[config.mk]
export PLATFORM = sky130hd
export DESIGN_NAME = fp_accumulator_flat
export DESIGN_NICKNAME = d
export VERILOG_FILES = /design/src/rtl/fp_acc_pkg.sv /design/src/rtl/fp_accumulator_if.sv /design/src/rtl/fp_accumulator_adder.sv /design/src/rtl/fp_accumulator.sv /design/src/flat_wrapper.sv
export SDC_FILE = /design/constraint.sdc
export NUM_CORES = 1
export LEC_CHECK = 0
export ABC_AREA = 1
export CORE_MARGIN = 3
export CORE_UTILIZATION = 55
export DETAILED_ROUTE_END_ITERATION = 10
export GPL_TIMING_DRIVEN = 1
export PLACE_DENSITY = 0.81
export SLEW_MARGIN = 20
export SYNTH_ARGS = -nofsm -noshare
export SYNTH_HDL_FRONTEND = slang
export SYNTH_HIERARCHICAL = 1
export SYNTH_SLANG_ARGS = --single-unit
[constraint.sdc]
create_clock -name clk -period 16.5 [get_ports clk]
set_clock_uncertainty 0.2 [all_clocks]
set_input_delay 4.125 -clock clk [delete_from_list [all_inputs] [get_ports clk]]
set_output_delay 4.125 -clock clk [all_outputs]
set_load 0.005 [all_outputs]
[src/rtl/fp_acc_pkg.sv]
// Shared state encoding and binary32 constants for the streaming accumulator.
package fp_acc_pkg;

  typedef enum logic [1:0] {
    ST_IDLE  = 2'd0,
    ST_ACCUM = 2'd1,
    ST_DONE  = 2'd2
  } state_t;

  localparam logic [31:0] FP_POS_ZERO = 32'h0000_0000;
  localparam logic [31:0] FP_POS_INF  = 32'h7F80_0000;
  localparam logic [31:0] FP_MAX_POS  = 32'h7F7F_FFFF;
  localparam logic [31:0] FP_MAX_NEG  = 32'hFF7F_FFFF;
  localparam logic [31:0] FP_QNAN     = 32'h7FC0_0000;

endpackage

[src/rtl/fp_accumulator_if.sv]
// Operand stream in, frame result out; master drives operands and result-ready.
interface fp_accumulator_if #(
  parameter int WIDTH     = 32,
  parameter int CNT_WIDTH = 16
);
  logic [WIDTH-1:0]     in_data;
  logic                 in_valid;
  logic                 in_last;
  logic                 in_ready;
  logic [WIDTH-1:0]     out_data;
  logic [CNT_WIDTH-1:0] out_count;
  logic                 out_overflow;
  logic                 out_valid;
  logic                 out_ready;

  modport master (
    output in_data, in_valid, in_last, out_ready,
    input  in_ready, out_data, out_count, out_overflow, out_valid
  );

  modport slave (
    input  in_data, in_valid, in_last, out_ready,
    output in_ready, out_data, out_count, out_overflow, out_valid
  );
endinterface

[src/rtl/fp_accumulator_adder.sv]
// Combinational binary32 adder (round-to-nearest-even); overflow flags a finite sum rounding to inf.
// Zero latency, no handshake.
module floatingPointAdder
  import fp_acc_pkg::*;
(
  input  logic [31:0] x,
  input  logic [31:0] y,
  output logic [31:0] result,
  output logic        overflow
);
  logic [31:0] a, b;
  logic [7:0]  ea, eb, d;
  logic [26:0] al, bl, bfull, mask, n;
  logic [27:0] sum;
  logic [9:0]  e, s;
  logic [4:0]  lz;
  logic [24:0] r;
  logic [23:0] mant;
  logic        rnd;

  always_comb begin
    // a always holds the larger magnitude, so any NaN/inf operand lands in a
    a     = (x[30:0] >= y[30:0]) ? x : y;
    b     = (x[30:0] >= y[30:0]) ? y : x;
    ea    = (a[30:23] == 8'd0) ? 8'd1 : a[30:23];
    eb    = (b[30:23] == 8'd0) ? 8'd1 : b[30:23];
    d     = ea - eb;
    al    = {a[30:23] != 8'd0, a[22:0], 3'b000};
    bfull = {b[30:23] != 8'd0, b[22:0], 3'b000};
    mask  = (27'd1 << d) - 27'd1;
    bl    = (d >= 8'd27) ? {26'd0, |bfull}
                         : ((bfull >> d) | {26'd0, |(bfull & mask)});
    sum   = (a[31] == b[31]) ? ({1'b0, al} + {1'b0, bl}) : ({1'b0, al} - {1'b0, bl});
    lz    = 5'd27;
    for (int i = 0; i < 27; i++) begin
      if (sum[i]) lz = 5'(26 - i);
    end
    e = {2'b00, ea};
    s = 10'd0;
    if (sum[27]) begin
      n = {sum[27:2], sum[1] | sum[0]};
      e = e + 10'd1;
    end else begin
      s = ({5'd0, lz} < e) ? {5'd0, lz} : (e - 10'd1);
      n = sum[26:0] << s;
      e = e - s;
    end
    rnd  = n[2] & (n[1] | n[0] | n[3]);
    r    = {1'b0, n[26:3]} + {24'd0, rnd};
    mant = r[24] ? r[24:1] : r[23:0];
    if (r[24]) e = e + 10'd1;

    overflow = 1'b0;
    if (a[30:23] == 8'hFF) begin
      if (a[22:0] != 23'd0 || (b[30:0] == FP_POS_INF[30:0] && a[31] != b[31]))
        result = FP_QNAN;
      else
        result = a;
    end else if (sum == 28'd0) begin
      result = {a[31] & b[31], 31'd0};
    end else if (e >= 10'd255) begin
      result   = {a[31], FP_POS_INF[30:0]};
      overflow = 1'b1;
    end else begin
      result = {a[31], mant[23] ? e[7:0] : 8'd0, mant[22:0]};
    end
  end
endmodule

[src/rtl/fp_accumulator.sv]
// Frame accumulator: one operand/cycle, result valid the cycle after in_last; in_ready low while result waits.
// Optional FP_ACC_SATURATE_EN clamps overflowing adds to +/-max-finite.
module fp_accumulator
  import fp_acc_pkg::*;
#(
  parameter int WIDTH     = 32,
  parameter int CNT_WIDTH = 16
) (
  input logic             clk,
  input logic             rst,
  fp_accumulator_if.slave bus
);
  state_t               state;
  logic [WIDTH-1:0]     acc;
  logic [WIDTH-1:0]     add_result;
  logic [WIDTH-1:0]     acc_next;
  logic [CNT_WIDTH-1:0] count;
  logic                 ovf;
  logic                 add_ovf;
  logic                 ready_q;
  logic                 valid_q;
  logic                 accept;

  floatingPointAdder u_adder (
    .x        (acc),
    .y        (bus.in_data),
    .result   (add_result),
    .overflow (add_ovf)
  );

`ifdef FP_ACC_SATURATE_EN
  assign acc_next = add_ovf ? (add_result[WIDTH-1] ? FP_MAX_NEG : FP_MAX_POS) : add_result;
`else
  assign acc_next = add_result;
`endif

  assign accept           = bus.in_valid && ready_q;
  assign bus.in_ready     = ready_q;
  assign bus.out_valid    = valid_q;
  assign bus.out_data     = acc;
  assign bus.out_count    = count;
  assign bus.out_overflow = ovf;

  always_ff @(posedge clk) begin
    if (rst) begin
      state   <= ST_IDLE;
      acc     <= FP_POS_ZERO;
      count   <= '0;
      ovf     <= 1'b0;
      ready_q <= 1'b1;
      valid_q <= 1'b0;
    end else begin
      case (state)
        ST_IDLE, ST_ACCUM: begin
          if (accept) begin
            acc   <= acc_next;
            count <= (&count) ? count : count + CNT_WIDTH'(1);
            ovf   <= ovf | add_ovf;
            if (bus.in_last) begin
              state   <= ST_DONE;
              ready_q <= 1'b0;
              valid_q <= 1'b1;
            end else begin
              state <= ST_ACCUM;
            end
          end
        end
        default: begin
          // Result drains; the frame's state clears on the same edge
          if (bus.out_ready) begin
            state   <= ST_IDLE;
            acc     <= FP_POS_ZERO;
            count   <= '0;
            ovf     <= 1'b0;
            ready_q <= 1'b1;
            valid_q <= 1'b0;
          end
        end
      endcase
    end
  end
endmodule

[src/flat_wrapper.sv]
// flat-port wrapper written by rule: the top's interface ports become plain ports
module fp_accumulator_flat import fp_acc_pkg::*;
#(
  parameter int WIDTH     = 32,
  parameter int CNT_WIDTH = 16
)
  (clk, rst, bus_in_data, bus_in_valid, bus_in_last, bus_out_ready, bus_in_ready, bus_out_data, bus_out_count, bus_out_overflow, bus_out_valid);
  fp_accumulator_if #(.WIDTH(WIDTH), .CNT_WIDTH(CNT_WIDTH)) bus_i ();
  input logic clk;
  input logic rst;
  input wire logic [$bits(bus_i.in_data)-1:0] bus_in_data;
  input wire logic [$bits(bus_i.in_valid)-1:0] bus_in_valid;
  input wire logic [$bits(bus_i.in_last)-1:0] bus_in_last;
  input wire logic [$bits(bus_i.out_ready)-1:0] bus_out_ready;
  output wire logic [$bits(bus_i.in_ready)-1:0] bus_in_ready;
  output wire logic [$bits(bus_i.out_data)-1:0] bus_out_data;
  output wire logic [$bits(bus_i.out_count)-1:0] bus_out_count;
  output wire logic [$bits(bus_i.out_overflow)-1:0] bus_out_overflow;
  output wire logic [$bits(bus_i.out_valid)-1:0] bus_out_valid;
  assign bus_i.in_data = bus_in_data;
  assign bus_i.in_valid = bus_in_valid;
  assign bus_i.in_last = bus_in_last;
  assign bus_i.out_ready = bus_out_ready;
  assign bus_in_ready = bus_i.in_ready;
  assign bus_out_data = bus_i.out_data;
  assign bus_out_count = bus_i.out_count;
  assign bus_out_overflow = bus_i.out_overflow;
  assign bus_out_valid = bus_i.out_valid;
  fp_accumulator #(.WIDTH(WIDTH), .CNT_WIDTH(CNT_WIDTH)) u_core (.clk(clk), .rst(rst), .bus(bus_i));
endmodule
==> flow_summary.json, run 1 <==
{
  "outcome": "completed",
  "worst_slew_pin_slew_ps": 1130,
  "routed_wl_mm": 58.4,
  "port_buffers": 87,
  "pre_cts_ws_ps": -407,
  "synth_flop_cell": "dfxtp_1",
  "grt_overflow_total": 0,
  "post_dp_cell_area_mm2": 0.0157,
  "dp_hpwl_mm": 44.9,
  "cts-hold-fix-buffers": 0,
  "grtUsageTotal_pct": 37.9,
  "cap_violations": 0,
  "critPathCaptureType": "flip-flop",
  "nFillCells": 2369,
  "clock.fmax_ghz": 0.0620,
  "synth_area_leaders": "nand2_1 (25%), nand3_1 (13%), ha_1 (9.1%)",
  "synthTopCellsByCount": "nand2_1 (936), nand3_1 (364), inv_1 (312)",
  "slowest_stage": "clkdlybuf4s50_1",
  "drtPass1Iterations": 7,
  "dp.cells": 3111,
  "r2r_cells": 100,
  "slowest_delay_ps": 460,
  "ys_seq_area_share_pct": 7.38,
  "initial_core_util_pct": 57.0,
  "cts-buffers-inserted": 5,
  "crit_type": "input port to flip-flop",
  "cts_tree": "built",
  "design_area_mm2": 0.0170,
  "finalHoldViolations": 0,
  "crit_fanout": 8,
  "yosysMostFrequentCell": "nand2_1",
  "relSlewSlack_pct": 24.2,
  "period_needed_ps": 16120,
  "stdcell_count": 3168,
  "antenna_left": 0,
  "die_y_um": 166,
  "cp.arrival_ps": 16150,
  "fp.dieW_um": 166,
  "vias": 19322,
  "min_path_cells": 2,
  "syn_area_per_cell_um2": 5.24,
  "core-area_mm2": 0.0247,
  "synth-seq-cells": 52,
  "yosysUniqueCellTypes": 69,
  "cp.required_ps": 16520,
  "synth_area_leader_cell": "nand2_1",
  "io_pins": 88,
  "grt_pass1_vias": 16539,
  "avgRoutedWirePerCell_um": 18.4,
  "viasPerCell": 6.10,
  "clock_latency_ps": 290,
  "cts.htree.levels": 2,
  "antenna_found_initial": 2,
  "synth_nets": 2836,
  "setup_viol": 0,
  "drive_gt1_share_pct": 15.1,
  "synthCells": 2694,
  "synth_edf_count": 0,
  "whs_ps": 299,
  "grt_pass1_wl_mm": 87.2,
  "cts.sinks": 52,
  "area_delta_synth_final_pct": 20.4,
  "first_iter_violations": 2767,
  "drt_drc_violations_left": 0,
  "synth.cell_area_mm2": 0.0141,
  "hp-class": "flip-flop to flip-flop",
  "synth_top_area_share_pct": 24.9,
  "clockBufferDepth": 2,
  "rows": 57,
  "clkTransAtPathRegs_ps": 70,
  "place_congestion": 1.11,
  "clockRootBuffer": "clkbuf_16",
  "synth-async-reset-ratio_pct": 0,
  "dieArea_mm2": 0.0276,
  "drv_slew": 0,
  "yosysWarnings": 6,
  "grt_max_degree": 78,
  "start_kind": "input port",
  "fin_ws_ps": 375,
  "cpMostUsedCell": "nand2_1",
  "finalCritPeriodShare_pct": 97.7,
  "fin_nets": 2985
}
## area by class of cell
type,count,area [um2],area share (%)
clock buffers,5,125,0.736
inverters,349,1320,7.77
repair buffers,238,2130,12.6
diodes,1,2.50,0.0147
multi-input cells,2197,12000,70.3
flip-flops and latches,52,1040,6.13
clock inverters,2,12.5,0.0736
well taps,324,405,2.39
## layer usage
layer	wire [um]	up-vias	GRT usage, %
met3	7420	198	7.05
met5	13	-	0
met2	24600	1337	57.7
met4	2540	2	13.1
li1	-	9069	-
met1	23700	8716	53.5
## registers in the layout, indices dropped and copies added (netlist names)
register	flops
u_core/bus.out_data	32
u_core/bus.out_count	16
u_core/bus.in_ready	1
u_core/bus.out_overflow	1
u_core/bus.out_valid	1
u_core/state	1
## per-stage QoR
step / utilization (%) / setup TNS [ps]
after floorplan: - / 0
final: 68.7 / 0
after CTS: 64.1 / 0
after global placement: 63.5 / -995
after detailed placement: 63.5 / -11700
after global routing: 68.7 / -7680
## critical path: cells and delay by family
kind,cells,cell delay (ps)
and+or+nand+nor,63,6220
buffers and inverters,20,2470
adders and majority gates,6,1530
AOI/OAI and AO/OA,10,1450
xor gates and xnor gates,1,280
## cell families after synthesis
group                    Yosys count  synth area share (%)
flip-flops                        52                  7.38
other                              1                0.0266
AND/OR/NAND/NOR                 1744                  55.3
buffers and inverters            449                  13.1
AO/OA/AOI/OAI                    311                  12.6
adder cells (fa/ha/maj)          105                  9.41
multiplexers                       1                0.0709
XOR/XNOR                          31                  2.16
## final timing paths
check | startpoint | end | slack (ps)
setup reg to reg | u_core/bus.out_data[0] | u_core/bus.out_data[22] | 4110
hold / removal | u_core/bus.out_count[1] | u_core/bus.out_count[1] | 300
setup / recovery | bus_in_data[14] | u_core/bus.out_data[22] | 380
hold reg to reg | u_core/bus.out_count[1] | u_core/bus.out_count[1] | 300
## layout by cell type (no fill, tap or decap), types with 35 or more instances in the layout
master / Yosys / routed
ha_1: 103 / 92
buf_4: 10 / 137
a21oi_1: 137 / 123
nand2_2: 19 / 44
dfxtp_1: 52 / 52
nand3_1: 364 / 354
nor2_1: 213 / 189
nor2_2: 17 / 35
clkdlybuf4s50_1: 0 / 84
inv_1: 312 / 297
o21ai_0: 91 / 78
nand2_1: 936 / 902
nand4_1: 72 / 72
## what timing repair did
| item | CTS | global route |
|---|---|---|
| endpoints found under the setup margin | 32 | 32 |
| pin swaps | 0 | 63 |
| cloned | 0 | 8 |
| buffers inserted | 0 | 41 |
| resized for setup | 4 | 186 |
| endpoints found under the hold margin | 0 | 0 |
Power of run 1 is not shown: default switching activity piles up to over one toggle a cycle in this logic, so the estimate is an artifact.
==> run 2: changes to the inputs <==
--- a/config.mk
+++ b/config.mk
@@ -11,6 +11,7 @@
 export DETAILED_ROUTE_END_ITERATION = 10
 export GPL_TIMING_DRIVEN = 1
 export PLACE_DENSITY = 0.81
+export REMOVE_ABC_BUFFERS = 1
 export SLEW_MARGIN = 20
 export SYNTH_ARGS = -nofsm -noshare
 export SYNTH_HDL_FRONTEND = slang
==> run 2 against run 1 <==
Routed wire length fell by 0.87%. Final cell count rose by 2.6%. Via count rose by 0.68%. Worst setup slack got worse by 53 ps. Utilization rose by 3.5 points. Clock-buffer cell count did not move. Die area did not move. Global-route usage fell by 0.85 points. Sequential cell count did not move. Final area rose by 5.1%. Critical path type unchanged. Critical endpoint is now u_core/bus.out_data[26].
==> flow_summary.json, run 2 (same netlist as run 1, synthesis figures left out) <==
{
  "grtUsageTotal_pct": 37.0,
  "critPathTopFamily": "simple AND/OR/NAND/NOR gates",
  "core-area_mm2": 0.0247,
  "relSlewSlack_pct": 36.6,
  "vias": 19453,
  "dp_hpwl_mm": 44.5,
  "first_iter_violations": 2456,
  "initial_core_util_pct": 57.0,
  "io_pins": 88,
  "crit_buf_inv": 18,
  "antenna_found_initial": 0,
  "cpMostUsedCell": "nand2_1",
  "slowest_stage": "clkdlybuf4s50_1",
  "cap_violations": 0,
  "reg2reg_setup_slack_ps": 4040,
  "grt_pass1_vias": 17001,
  "routed_wl_mm": 57.9,
  "viasPerCell": 5.98,
  "cts_tree": "built",
  "n_antenna_cell": 0,
  "drtPass1Iterations": 6,
  "design_area_mm2": 0.0179,
  "worst_slew_pin_slew_ps": 939,
  "clockRootBuffer": "clkbuf_16",
  "antenna_left": 0,
  "cp.required_ps": 16530,
  "fin_nets": 3068,
  "min_path_cells": 2,
  "critPathCaptureType": "flip-flop",
  "clkTransAtPathRegs_ps": 80,
  "largest_register_ffs": 32,
  "period_needed_ps": 16180,
  "grt_overflow_total": 0,
  "final_cell_mix": "nand2_1 (908), nand3_1 (353), inv_1 (289)",
  "cp.arrival_ps": 16210,
  "post_dp_cell_area_mm2": 0.0163,
  "cts-buffers-inserted": 5,
  "grt_pass1_wl_mm": 86.1,
  "rows": 57,
  "cts.sinks": 52,
  "avgRoutedWirePerCell_um": 17.8,
  "port_buffers": 87,
  "layout_commonest_cell": "nand2_1",
  "cts-hold-fix-buffers": 0,
  "drive_gt1_share_pct": 18.2,
  "clock.fmax_ghz": 0.0618,
  "whs_ps": 291,
  "drv_slew": 0,
  "start_kind": "input port",
  "min_from": "u_core/bus.out_valid",
  "reg2reg_from": "u_core/bus.out_data[0]",
  "setup_viol": 0,
  "hp-class": "flip-flop to flip-flop",
  "crit_type": "input port to flip-flop",
  "area_delta_synth_final_pct": 26.5,
  "finalCritPeriodShare_pct": 98.0,
  "drt_drc_violations_left": 0,
  "finalHoldViolations": 0,
  "place_congestion": 1.08,
  "grt_max_degree": 78,
  "slowest_delay_ps": 470,
  "nFillCells": 2258,
  "min_to": "u_core/bus.out_valid",
  "cts.htree.levels": 2,
  "clock_latency_ps": 310,
  "fp.dieW_um": 166,
  "worstReg2RegEnd": "u_core/bus.out_data[26]",
  "die_y_um": 166,
  "outcome": "completed",
  "clockBufferDepth": 2,
  "r2r_cells": 86,
  "dieArea_mm2": 0.0276,
  "crit_fanout": 10
}
## run 2: cell count changes in the layout (fill, tap and decap cells not counted), moves of 7 or more
cell     before  now
nand2_4      15    8
buf_6         5   14
ha_4          9   19
inv_1       297  289
ha_1         92   84
buf_4       137  208
## run 2: worst max path at each step
stage / from / to / slack (ps) / depth (start not counted)
final: bus_in_data[1] / u_core/bus.out_data[26] / 320 / 87
after global routing: bus_in_data[1] / u_core/bus.out_data[26] / -370 / 103
after CTS: bus_in_data[3] / u_core/bus.out_data[0] / 50 / 107
after detailed placement: bus_in_data[30] / u_core/bus.out_data[0] / -530 / 106
after global placement: bus_in_data[30] / u_core/bus.out_data[0] / -160 / 104
after floorplan: bus_in_data[30] / u_core/bus.out_data[23] / -780 / 89
## run 2: final cells by class
cell class	count	area, um2	share of cell area [%]
clock buffer	5	125	0.701
clock inverter	3	27.5	0.154
inverter	349	1330	7.47
multi-input combinational	2196	12100	67.7
sequential	52	1040	5.83
tap	324	405	2.27
timing repair buffer	321	2840	15.9
timing repair inverter	1	5.00	0.0280
## run 2: worst min-delay path, stage by stage, from the launching register on
cell and delay (ps):
dfxtp_1 350, nand2_1 60, o21ai_0 60
## run 2: metal layers
metal  global-route usage [%]  wire, um  vias up
met2                     60.8     26100     1202
met3                     4.19      5280      259
li1                         -         -     9225
met5                        0         0        -
met1                     48.5     22900     8767
met4                     17.7      3570        0
## run 2: repair_timing
| action | 4_1_cts | 5_1_grt |
|---|---|---|
| setup buffers | 3 | 50 |
| endpoints found under the hold margin | 0 | 0 |
| gates cloned | 0 | 7 |
| setup endpoints to repair | 32 | 32 |
| gates resized for setup | 9 | 222 |
| pin swaps | 1 | 88 |
## run 2: per-stage QoR
step,worst slack (ps),cells,TNS (ps),utilization [%]
after floorplan,-776,2594,-19860,-
after CTS,53.9,3194,0,66.6
after global routing,-374,3251,-8870,72.2
after detailed placement,-525,3183,-14520,65.7
after global placement,-155,3183,-2400,65.7
final,322,3251,0,72.2
Power of run 2 is left out for the same reason.
